`src/rtl/prefetch_if.sv`:
```
// Fetch-side and decode-side handshake bundle for prefetch_queue.
// The master modport belongs to the environment (fetch unit plus decoder); the slave modport belongs to the queue.
interface prefetch_if #(
   parameter int INST_W  = 16,
   parameter int FETCH_N = 2,
   parameter int DEPTH   = 8,
   parameter int PC_W    = 32
);
   logic                        fetch_valid;
   logic [FETCH_N*INST_W-1:0]   fetch_data;
   logic [PC_W-1:0]             fetch_pc;
   logic                        fetch_ready;
   logic                        flush;
   logic                        inst_valid;
   logic [INST_W-1:0]           inst;
   logic [PC_W-1:0]             inst_pc;
   logic                        inst_ready;
   logic [$clog2(DEPTH):0]      count;

   modport master (
      output fetch_valid, fetch_data, fetch_pc, flush, inst_ready,
      input  fetch_ready, inst_valid, inst, inst_pc, count
   );

   modport slave (
      input  fetch_valid, fetch_data, fetch_pc, flush, inst_ready,
      output fetch_ready, inst_valid, inst, inst_pc, count
   );
endinterface

```
`src/rtl/prefetch_queue.sv`:
```
// Instruction prefetch queue: accepts FETCH_N-lane fetch words and delivers one instruction per pop.
// Defining PREFETCH_BYPASS_EN lets an empty queue present lane 0 of the incoming word in the same cycle.
module prefetch_queue #(
   parameter int INST_W  = 16,
   parameter int FETCH_N = 2,
   parameter int DEPTH   = 8,
   parameter int PC_W    = 32
) (
   input logic        clk,
   input logic        rst,
   prefetch_if.slave  bus
);
   localparam int AW = $clog2(DEPTH);
   localparam int CW = AW + 1;
   localparam logic [CW-1:0] READY_MAX = CW'(DEPTH - FETCH_N);

   logic [INST_W-1:0] mem_inst [DEPTH];
   logic [PC_W-1:0]   mem_pc   [DEPTH];
   logic [AW-1:0]     head, tail;
   logic [CW-1:0]     cnt;

   logic              push, q_pop, wr_skip;
   logic [CW-1:0]     push_n;

   assign bus.fetch_ready = (cnt <= READY_MAX);
   assign bus.count       = cnt;
   assign push            = bus.fetch_valid && bus.fetch_ready && !bus.flush;
   assign q_pop           = (cnt != '0) && bus.inst_ready;
   assign push_n          = push ? (CW'(FETCH_N) - CW'(wr_skip)) : '0;

`ifdef PREFETCH_BYPASS_EN
   logic byp;
   assign byp = (cnt == '0) && !bus.flush && bus.fetch_valid;
`endif

   always_comb begin
      bus.inst_valid = (cnt != '0);
      bus.inst       = mem_inst[head];
      bus.inst_pc    = mem_pc[head];
      wr_skip        = 1'b0;
`ifdef PREFETCH_BYPASS_EN
      // A popped bypass lane is consumed directly, so lane 0 is never stored.
      if (byp) begin
         bus.inst_valid = 1'b1;
         bus.inst       = bus.fetch_data[INST_W-1:0];
         bus.inst_pc    = bus.fetch_pc;
         wr_skip        = bus.inst_ready;
      end
`endif
   end

   always_ff @(posedge clk) begin
      for (int unsigned k = 0; k < FETCH_N; k++) begin
         if (push && !(wr_skip && k == 0)) begin
            mem_inst[tail + AW'(k) - AW'(wr_skip)] <= bus.fetch_data[k*INST_W +: INST_W];
            mem_pc[tail + AW'(k) - AW'(wr_skip)]   <= bus.fetch_pc + PC_W'(k * (INST_W / 8));
         end
      end
   end

   always_ff @(posedge clk or posedge rst) begin
      if (rst) begin
         head <= '0;
         tail <= '0;
         cnt  <= '0;
      end else if (bus.flush) begin
         head <= '0;
         tail <= '0;
         cnt  <= '0;
      end else begin
         if (q_pop) head <= head + 1'b1;
         tail <= tail + AW'(push_n);
         cnt  <= cnt + push_n - CW'(q_pop);
      end
   end
endmodule

```
`src/flat_wrapper.sv`:
```
// flat-port wrapper written by rule: the top's interface ports become plain ports
module prefetch_queue_flat 
#(
   parameter int INST_W  = 16,
   parameter int FETCH_N = 2,
   parameter int DEPTH   = 8,
   parameter int PC_W    = 32
)
  (clk, rst, bus_fetch_valid, bus_fetch_data, bus_fetch_pc, bus_flush, bus_inst_ready, bus_fetch_ready, bus_inst_valid, bus_inst, bus_inst_pc, bus_count);
  prefetch_if #(.INST_W(INST_W), .FETCH_N(FETCH_N), .DEPTH(DEPTH), .PC_W(PC_W)) bus_i ();
  input logic clk;
  input logic rst;
  input wire logic [$bits(bus_i.fetch_valid)-1:0] bus_fetch_valid;
  input wire logic [$bits(bus_i.fetch_data)-1:0] bus_fetch_data;
  input wire logic [$bits(bus_i.fetch_pc)-1:0] bus_fetch_pc;
  input wire logic [$bits(bus_i.flush)-1:0] bus_flush;
  input wire logic [$bits(bus_i.inst_ready)-1:0] bus_inst_ready;
  output wire logic [$bits(bus_i.fetch_ready)-1:0] bus_fetch_ready;
  output wire logic [$bits(bus_i.inst_valid)-1:0] bus_inst_valid;
  output wire logic [$bits(bus_i.inst)-1:0] bus_inst;
  output wire logic [$bits(bus_i.inst_pc)-1:0] bus_inst_pc;
  output wire logic [$bits(bus_i.count)-1:0] bus_count;
  assign bus_i.fetch_valid = bus_fetch_valid;
  assign bus_i.fetch_data = bus_fetch_data;
  assign bus_i.fetch_pc = bus_fetch_pc;
  assign bus_i.flush = bus_flush;
  assign bus_i.inst_ready = bus_inst_ready;
  assign bus_fetch_ready = bus_i.fetch_ready;
  assign bus_inst_valid = bus_i.inst_valid;
  assign bus_inst = bus_i.inst;
  assign bus_inst_pc = bus_i.inst_pc;
  assign bus_count = bus_i.count;
  prefetch_queue #(.INST_W(INST_W), .FETCH_N(FETCH_N), .DEPTH(DEPTH), .PC_W(PC_W)) u_core (.clk(clk), .rst(rst), .bus(bus_i));
endmodule
```
`config.mk`:
```
export PLATFORM = sky130hd
export DESIGN_NAME = prefetch_queue_flat
export DESIGN_NICKNAME = d
export VERILOG_FILES = /design/src/rtl/prefetch_if.sv /design/src/rtl/prefetch_queue.sv /design/src/flat_wrapper.sv
export SDC_FILE = /design/constraint.sdc
export NUM_CORES = 1
export LEC_CHECK = 0
export CORE_MARGIN = 1.5
export CORE_UTILIZATION = 40
export DETAILED_ROUTE_END_ITERATION = 10
export MAX_ROUTING_LAYER = met4
export SLEW_MARGIN = 20
export SYNTH_ARGS = -nofsm -noshare
export SYNTH_HDL_FRONTEND = slang
export SYNTH_SLANG_ARGS = --single-unit
```
`constraint.sdc`:
```
create_clock -name clk -period 3.3 [get_ports clk]
set_input_delay 0.99 -clock clk [delete_from_list [all_inputs] [get_ports clk]]
set_output_delay 0.99 -clock clk [all_outputs]
set_load 0.02 [all_outputs]
```
**Yosys cells after proc, flatten, opt, wreduce, memory -nomap -nowiden**

Memory sizes are Yosys's and may differ from the RTL's.
Index checks and enable logic that the tools add are counted.

- Register bits after elaboration: 10
- Bits in writable memories: 384
- Input port bits: 69
- Memories: 2

Memory list:

| name | words | bits a word | read ports | clocked after Yosys merged registers in | write ports | line | text |
|---|---|---|---|---|---|---|---|
| u_core.mem_pc | 8 | 32 | 1 | 0 | 2 | prefetch_queue.sv:18 | `logic [PC_W-1:0] mem_pc [DEPTH];` |
| u_core.mem_inst | 8 | 16 | 1 | 0 | 2 | prefetch_queue.sv:17 | `logic [INST_W-1:0] mem_inst [DEPTH];` |

- $add $sub $neg: 6
- Order comparisons: 1
- Muxes and demuxes: 7
- Reduce and logical (&&, ||, !) cells: 6

Operators with widths:

| cell | number |
|---|---|
| 32-bit by 2-bit adder with 32-bit output, second input constant | 1 |
| 3-bit two-way mux | 3 |
| 3-bit by 1-bit adder with 3-bit output, second input constant | 2 |
| 4-bit adder | 1 |
| 4-bit by 3-bit <= comparator with 1-bit output, second input constant | 1 |
| 4-bit two-way mux | 1 |
| 4-bit nonzero test | 1 |
| 4-bit by 1-bit subtractor with 4-bit output | 1 |
| 3-bit adder | 1 |
| 1-bit logical AND | 3 |
| 1-bit two-way mux | 2 |
| 2-bit two-way mux | 1 |
| 2-bit nonzero test | 1 |
| 1-bit zero test | 1 |

**Depth between registers and ports, before layout**

- Depth after elaboration: 7
- Mapped depth: 12
- Depth with buffers taken out: 12

**Worst setup path after synthesis**

Ideal clock, no wire load.

- Path type: input -> register
- Start: input bus_fetch_valid
- End: memory u_core.mem_pc[5][21] (data pin)
- Setup time: 260 ps
- Arrival time: 3458 ps
- Data required time: 3040 ps
- Setup slack: -418 ps
- Cell stages on the path: 6
- Path through: nand2_1 > nand4b_1 > clkinv_1 > clkbuf_1 > nand3_1 > xnor2_1

RTL lines:

| element | line | text |
|---|---|---|
| start: declaration | flat_wrapper.sv:13 | `input wire logic [$bits(bus_i.fetch_valid)-1:0] bus_fetch_valid;` |
| end: declaration | prefetch_queue.sv:18 |  |

**Worst setup path in the final report**

- Start: register u_core.head[0]
- End: output bus_inst_pc[14]

- Cells in the longest elaborated chain, start to end: 1

RTL lines:

| element | line | text |
|---|---|---|
| start: declaration | prefetch_queue.sv:19 | `logic [AW-1:0] head, tail;` |
| start signal: assignment | prefetch_queue.sv:71 | `if (q_pop) head <= head + 1'b1;` |
| memory 8 x 32 bit | n/a |  |
| end: declaration | flat_wrapper.sv:21 | `output wire logic [$bits(bus_i.inst_pc)-1:0] bus_inst_pc;` |

No other way between the ends.

==> summary.md <==
| Metric | Value |
|---|---|
| Vias per cell | 5.24 |
| Min-Delay Endpoint | u_core.tail[2] |
| Worst Hold Launch | u_core.tail[2] |
| Top cell type's share of synthesized area | 0.634 |
| Critical path endpoint category | primary output |
| GR Overflow Total | 0 |
| Crit-path slowest cell | dfrtp_4 |
| Most common library cells after synthesis | edfxtp_1, nand2_1, xnor2_1 |
| Synth area leaders | edfxtp_1, mux4_2, xnor2_1, mux2_2, nand2_1 |
| YS warnings | 0 |
| GR Layer Usage met2 | 0.321 |
| Synthesized instance count | 1153 |
| FP Rows | 77 |
| Tightest Pin Transition | 0.537 ns |
| Register area share after synthesis | 0.646 |
| Initial Util | 0.409 |
| DRT antenna net count | 0 |
| GRT Overall Usage | 0.193 |
| DRC Markers | 0 |
| Synth Cell Area | 18200 um2 |
| WHS | 0.601 ns |
| Leakage | 7.55 nW |
| Asr flop ratio synth | 0.0229 |
| Critical-path cell list | buf_12 > buf_16 > buf_12 > mux4_2 > mux2_4 > buf_6 |
| Layout cells sized above 1 | 0.310 |
| NumNets Final | 1381 |
| Cell mode on critical path | buf_12 |
| FF+latch count, synth | 393 |
| Busiest grt layer | met2 |
| # setup viols final | 11 |
| Inserted Clock Buffers | 43 |
| CTS Buffer Depth | 3 |
| Power density over cell area | 662 nW/um2 |
| CP Launch Type | register |
| Number of antenna violations at the first check in global routing | 0 |
| Worst R2R Path Depth | 8 |
| FMAX | 0.298 GHz |
| VDD IR max | 0.000345 V |
| Pre-antenna DRT Iters | 4 |
| Drt initial violations | 613 |
| Fin crit share | 1.02 |
| FF-to-FF End | u_core.mem_pc[7][28] |
| Most used DFF post-synth | edfxtp_1 |
| Reg-to-Reg Start | u_core.bus.count[3] |
| Num ports | 123 |
| Number of H-tree levels | 2 |
| Status | complete, but fails checks |
| Chip width | 216 um |
| Min-Delay Path Depth | 2 |
| Pin count of the biggest net entering global routing | 50 |
| R2R setup slack | 0.75 ns |
| Place WS | 0.0673 ns |
| Wirelength per Cell | 22.1 um |
| Max-slew violation count | 0 |
| Worst-Skew Late Latency | 0.58 ns |
| DRT Wirelength | 42.6 mm |
| Max-Cap Viols | 0 |
| Number of flops mapped to enable cells by yosys | 384 |
| Hold/Removal Path Class | register to register |
| Met1 usage | 0.247 |
| Full die area | 46800 um2 |
| CTS clock-pin slew for the worst setup and hold paths | 0.06 ns |
| Core area | 44500 um2 |
| Detailed-placement wirelength estimate | 26.3 mm |
| DR vias | 10100 |
| First-pass GRT wire length | 65.4 mm |
| IO Port Bufs | 122 |
| Clk sinks | 393 |
| CP Data Required Time | 2.31 ns |
| Placer Congestion | 0.771 |
| Vias in the first global route | 10700 |
| Average size of a mapped cell | 15.8 um2 |
| Critical path type | register to primary output |
| Root buffer cell | clkbuf_16 |
| Die height | 216 um |
| Dominant cell type by area after synthesis | edfxtp_1 |
| TritonCTS clock tree | built |
| Final Hold Viols | 0 |
| Grt met3 use | 0.0305 |
| Final setup margin | -0.0522 ns |
| Post-Syn Nets | 1231 |
| Min Tclk post-route | 3.35 ns |
| Diode count | 0 |
| Worst EP arrival | 2.36 ns |
| Crit Path Max Fanout | 6 |
| Worst slew margin | 0.641 |
| Skew final | 0.0285 ns |
| Failing checks | setup timing |
| Count leader, synth | edfxtp_1 |
| CP max stage delay | 0.51 ns |
| Syn-to-layout area delta | 23.5% |
| Synth unique cells | 42 |
| RSZ-0062 raised after global routing | true |
==> cell usage in the layout (no fill, tap or decap), types with 3 or more instances in the layout <==
| master | count |
|---|---|
| edfxtp_1 | 384 |
| nand2_1 | 146 |
| xnor2_1 | 106 |
| mux4_2 | 96 |
| clkdlybuf4s50_1 | 72 |
| buf_4 | 70 |
| clkbuf_16 | 44 |
| mux2_4 | 43 |
| nand4_1 | 42 |
| nand3_1 | 42 |
| buf_6 | 38 |
| buf_12 | 37 |
| mux2_2 | 33 |
| nor2_1 | 24 |
| xor2_1 | 18 |
| buf_2 | 14 |
| inv_1 | 11 |
| clkbuf_1 | 11 |
| nor3_1 | 9 |
| clkinv_1 | 9 |
| ha_1 | 8 |
| and3_1 | 6 |
| clkinv_2 | 6 |
| dfrtp_1 | 6 |
| mux2_1 | 4 |
| inv_2 | 4 |
| bufinv_16 | 4 |
| and4_1 | 3 |
| or4_1 | 3 |
| buf_16 | 3 |
| buf_8 | 3 |
==> layout make-up <==
cell class	count	area, um2
Sequential cell	393	11800
Multi-Input combinational cell	606	5870
Tap cell	592	741
Clock inverter	22	229
Inverter	19	85.1
Clock buffer	54	1120
Fill cell	3691	22000
Timing Repair Buffer	240	2660
==> cell families after synthesis <==
kind of cell,after synthesis,share of synthesized area
xor+xnor,124,0.0597
mux,176,0.170
fa+ha+maj,9,0.00660
flops,393,0.646
buf+inv,154,0.0383
simple gates,294,0.0778
compound gates,3,0.00124
==> per-layer routing <==
layer,vias to the layer above,wire length (um)
li1,4609,-
met1,5211,18000
met2,227,21900
met3,53,1890
met4,0,734
met5,-,0
==> timing repair <==
action | CTS | global route
setup buffers | 12 | 4
hold buffers | 0 | 0
gates cloned | 6 | 1
gates resized for setup | 250 | 67
pin swaps | 0 | 0
endpoints found under the setup margin | 49 | 48
==> stage by stage <==
stage	instances	total power, mW	utilization	cell area [um2]	TNS, ns
floorplan	1153	8.32	-	18200	0
global placement	1833	9.80	0.465	20700	0
detailed placement	1833	9.83	0.465	20700	0
CTS	1927	14.9	0.501	22300	-2.54
global route	1926	15.5	0.505	22500	-1.91
finish	1926	14.9	0.505	22500	-0.160
==> sequential cells by signal, indices dropped and copies added (netlist names) <==
signal	flops
u_core.head	3
u_core.mem_pc	256
u_core.bus.count	4
u_core.tail	2
u_core.mem_inst	128
==> worst max-delay path by stage <==
stage / start / slack, ns / endpoint / cells past startpoint
2_1_floorplan: bus_flush / 0.01 / u_core.mem_inst[2][0] / 5
3_3_place_gp: u_core.head[0] / 0.08 / bus_inst_pc[23] / 4
3_5_place_dp: u_core.head[0] / 0.07 / bus_inst_pc[11] / 4
4_1_cts: u_core.head[0] / -0.13 / bus_inst_pc[16] / 6
5_1_grt: u_core.head[0] / -0.12 / bus_inst_pc[14] / 6
6_report: u_core.head[0] / -0.05 / bus_inst_pc[14] / 6
==> critical path: cells and delay by family, from the launching register on <==
kind	cells	cell delay [ns]
mux	2	0.70
buf+inv	4	0.57
flops	1	0.51
==> power by group <==
part	switching, mW	internal [mW]
Combinational	1.98	2.38
Clock	1.93	2.72
Sequential	0.110	5.76
Total	4.02	10.8
(Power assumes the default switching activity.)
